[src/rtl/full_adder.sv]
// -----------------------------------------------------------------------------
// full_adder
//   WIDTH-bit binary adder built from a ripple chain of 1-bit full-adder cells.
//   It produces the sum, the carry out of the MSB and a signed-overflow flag.
//   With REGISTERED=1 the result is captured on clk with one cycle of latency.
//   With REGISTERED=0 the outputs follow the inputs combinationally.
//
// Parameters
//   WIDTH      operand width in bits, 1..64
//   REGISTERED 1: outputs registered (1-cycle latency); 0: combinational
//
// Ports
//   clk        in   1      rising-edge clock (unused when REGISTERED=0)
//   rst        in   1      synchronous active-high reset (unused when REGISTERED=0)
//   a          in   WIDTH  operand A (unsigned, or two's complement for ovf)
//   b          in   WIDTH  operand B
//   cin        in   1      carry-in, added at bit 0
//   in_valid   in   1      operands valid this cycle
//   sum        out  WIDTH  (a + b + cin) mod 2^WIDTH
//   cout       out  1      bit WIDTH of a + b + cin
//   ovf        out  1      signed overflow: carry into MSB xor carry out of MSB
//   out_valid  out  1      sum/cout/ovf hold a fresh result
//
// Handshake: valid-only and without backpressure. An operand set is consumed
// on every edge where in_valid=1. out_valid pulses for exactly one cycle per
// consumed operand set. When out_valid=0, the result outputs keep the last
// result.
// -----------------------------------------------------------------------------
module full_adder #(
    parameter int WIDTH      = 1,
    parameter bit REGISTERED = 1'b1
) (
    input  logic             clk,
    input  logic             rst,
    input  logic [WIDTH-1:0] a,
    input  logic [WIDTH-1:0] b,
    input  logic             cin,
    input  logic             in_valid,
    output logic [WIDTH-1:0] sum,
    output logic             cout,
    output logic             ovf,
    output logic             out_valid
);

    // c[i] is the carry into bit i; c[WIDTH] is the carry out of the MSB.
    logic [WIDTH:0]   c;
    logic [WIDTH-1:0] s;
    logic             ovf_c;

    assign c[0] = cin;

    for (genvar i = 0; i < WIDTH; i++) begin : g_cell
        assign s[i]   = a[i] ^ b[i] ^ c[i];
        assign c[i+1] = (a[i] & b[i]) | (c[i] & (a[i] ^ b[i]));
    end

    // When WIDTH=1, c[WIDTH-1] is cin, so this reduces to cin ^ cout.
    assign ovf_c = c[WIDTH-1] ^ c[WIDTH];

    if (REGISTERED) begin : g_reg
        always_ff @(posedge clk) begin
            if (rst) begin
                sum       <= '0;
                cout      <= 1'b0;
                ovf       <= 1'b0;
                out_valid <= 1'b0;
            end else if (in_valid) begin
                sum       <= s;
                cout      <= c[WIDTH];
                ovf       <= ovf_c;
                out_valid <= 1'b1;
            end else begin
                // When idle, the result is held so that inputs changing
                // while invalid (including X) never reach the outputs.
                out_valid <= 1'b0;
            end
        end
    end else begin : g_comb
        // clk and rst play no part in the combinational configuration.
        logic unused_clk_rst;
        assign unused_clk_rst = clk ^ rst;

        assign sum       = s;
        assign cout      = c[WIDTH];
        assign ovf       = ovf_c;
        assign out_valid = in_valid;
    end

endmodule

[config.mk]
export PLATFORM = sky130hd
export DESIGN_NAME = full_adder
export DESIGN_NICKNAME = d
export VERILOG_FILES = /design/src/rtl/full_adder.sv
export SDC_FILE = /design/constraint.sdc
export NUM_CORES = 1
export LEC_CHECK = 0
export CORE_AREA = 10 10 47 49
export DETAILED_ROUTE_END_ITERATION = 8
export DIE_AREA = 0 0 57 59
export PLACE_DENSITY = 0.31
export SYNTH_ARGS = -nofsm -noshare
export SYNTH_HDL_FRONTEND = slang
export SYNTH_SLANG_ARGS = --single-unit
[constraint.sdc]
create_clock -name clk -period 2.5 [get_ports clk]
set_clock_uncertainty 0.15 [all_clocks]
set_input_delay 0.375 -clock clk [delete_from_list [all_inputs] [get_ports clk]]
set_output_delay 0.375 -clock clk [all_outputs]
set_load 0.005 [all_outputs]
==> results.md <==
- Clk pwr share: 43.5%
- Fin. max-slew vios: 0
- Die Ht: 59 microns
- Final Power: 0.182 mW
- Post-route DRC: 0
- Tightest Hold Check Type: register to register
- Initial antenna violation count: 0
- Chip Width: 57 microns
- GP Congestion: 0.541
- Share of post-route cells with drive strength above 1: 12.0%
- Starting Density: 11.0%
- H-tree depth: 1
- GRT Residual Overflow: 0
- Cell Area, Synth: 154 sq um
- PostCTS Resize Cnt: 0
- Clock Pin Slew Worst Setup and Hold Paths: ~0.04 ns
- Sw Ratio: 21.2%
- Status: completed
- Die area: 3360 sq um
- Antenna Nets Post-Route: 0
- Yosys Warn Count: 0
- Global-route wire length before repair: around 670 microns
- WS Path Type: input pin to register
- CP max stage cell: fa_1
- DP Area: 264 sq um
- Combinational Power Share: 17.4%
- Worst Hold Slack: 0.339 ns
- # hold bufs at CTS: 0
- Max Clock Freq: 0.612 GHz
- Fin crit period: 1.63 ns
- FP Rows: 14
- Post-synthesis sequential area ratio: 52.0%
- IO Port Bufs: 9
- CP arrival: 1.63 ns
- Gate count after technology mapping: 13
- Final instance area: 287 sq um
- Routed via count: 138
- Final Util: 20.4%
- Most frequent cells in the layout: 9 x clkdlybuf4s50_1, 4 x dfxtp_1, 3 x nor2_1, 3 x clkbuf_4, 2 x mux2i_1
- Synthesized flop and latch total: 4
- # Post-CTS Setup Buffers: 0
- R2R cell count: 2
- Setup WS post-layout: 0.867 ns
- Number of global-route vias before repair: roughly 170
- Critical path depth: 4
- Crit-path cells: clkdlybuf4s50_1 > fa_1 > xnor2_1 > a211oi_1
- Critical path fanouts, max: 2
- Pwr per Cell Area: approximately 640 nW/um^2
- CTS tree: done
- Final setup violation count: 0
- Finished Layout Cells: 41
- Core footprint: 1400 sq um
- Fin nets: 34
- Avg Inst Size Synth: 11.8 sq um
- Max-slew headroom: 85.1%
- Longest Clk Path Bufs: 2
- Leak Pwr: between 0.1 and 0.15 nW
- Later-pin clock latency in the skew report: 0.23 ns
- Vias per cell: 3.37
- WL final: 437 microns
- RSZ-0062 raised after global routing: no
- Top delay family on crit path: adder cells
- Max_cap viols: 0
- Crit end category: register
- Diodes inserted: 0
- WL per Instance: around 11 microns
- Iter 0 DRT Violations: 2
- Commonest non-fill, non-tap cell in the layout: clkdlybuf4s50_1
- Cells on Worst Hold Path: 2
- Layout area overhead: 86.2%
- Clock sink total: 4
- Fin crit share: 65.3%
- Largest net degree at the start of global routing: 6
- CP startpoint kind: input pin
- Setup TNS: 0 ns
- Placed cell count: 38
- Tot GR Track Use: 2.98%
- Clk root buf: clkbuf_4
- Slew @ Worst Pin: 0.223 ns
- Crit path largest cell delay: 0.46 ns
- Placement Setup Slack: a little over 0.6 ns
- Multi-input logic area: 73.8 sq um
- Net count after synthesis: 20
- Final Hold Fails: 0
- DR pass1 iterations: 2
- I/O Pins: 10
- Max VDD drop: 162 uV
- Sequential Area: 80.1 sq um
- Crit path buffers/inverters: 1
- Layout filler cell count: 161
- Internal power: 0.144 mW
- Sequential power share: around two fifths
- CTS buffer count: 3
- Netlist cell types: 7
- CP Data Required Time: 2.50 ns
- Switch Pwr: 0.0387 mW
==> Yosys cell counts, drive strengths merged <==
cell    n  area (sq um)
nor2    3          11.3
fa      1          20.0
mux2i   2          20.0
dfxtp   4          80.1
xnor2   1          8.76
a211oi  1          7.51
nor2b   1          6.26
==> worst paths after layout <==
kind / startpoint / slack [ns] / end
setup / recovery: a / 0.87 / ovf$_SDFFE_PP0P_
hold / removal: ovf$_SDFFE_PP0P_ / 0.34 / ovf$_SDFFE_PP0P_
setup reg to reg: ovf$_SDFFE_PP0P_ / 1.70 / ovf$_SDFFE_PP0P_
hold reg to reg: ovf$_SDFFE_PP0P_ / 0.34 / ovf$_SDFFE_PP0P_
==> flip-flops by register name, summed over array words and instances, names as in the netlist <==
| register | flops |
|---|---|
| cout | 1 |
| out_valid | 1 |
| ovf | 1 |
| sum | 1 |
==> cell families after synthesis <==
kind of cell / share of synthesized area [%]
AOI/OAI and AO/OA: 4.88
muxes: 13.0
adders and majority gates: 13.0
and+or+nand+nor: 11.4
DFF: 52.0
xor gates and xnor gates: 5.69
==> power by group through the flow <==
stage / registers, mW / clock network, mW / logic [mW]
finish: 0.0713 / 0.0794 / 0.0318
global route: 0.0721 / 0.0868 / 0.0353
CTS: 0.0714 / 0.0866 / 0.0324
detailed placement: 0.0722 / 0 / 0.0321
global placement: 0.0721 / 0 / 0.0327
floorplan: 0.0726 / 0 / 0.00962
==> metal layers <==
metal | global-route usage (%) | wire, microns | up-vias
met5 | 0 | 0 | -
met4 | 4.03 | 0 | 0
met3 | 4.29 | 102 | 0
met2 | 2.64 | 133 | 10
met1 | 2.37 | 201 | 60
li1 | - | - | 68
==> worst min-delay path, stage by stage, from the launching register on <==
cell and delay (ns):
dfxtp_1 0.30, nor2_1 0.08, a211oi_1 0.05
==> layout make-up <==
class	count	share of cell area [%]
clock buffer	3	7.86
multi-input combinational	9	25.8
sequential	4	27.9
tap	16	6.99
timing repair buffer	9	31.4
Power figures use the tool's default switching activity.
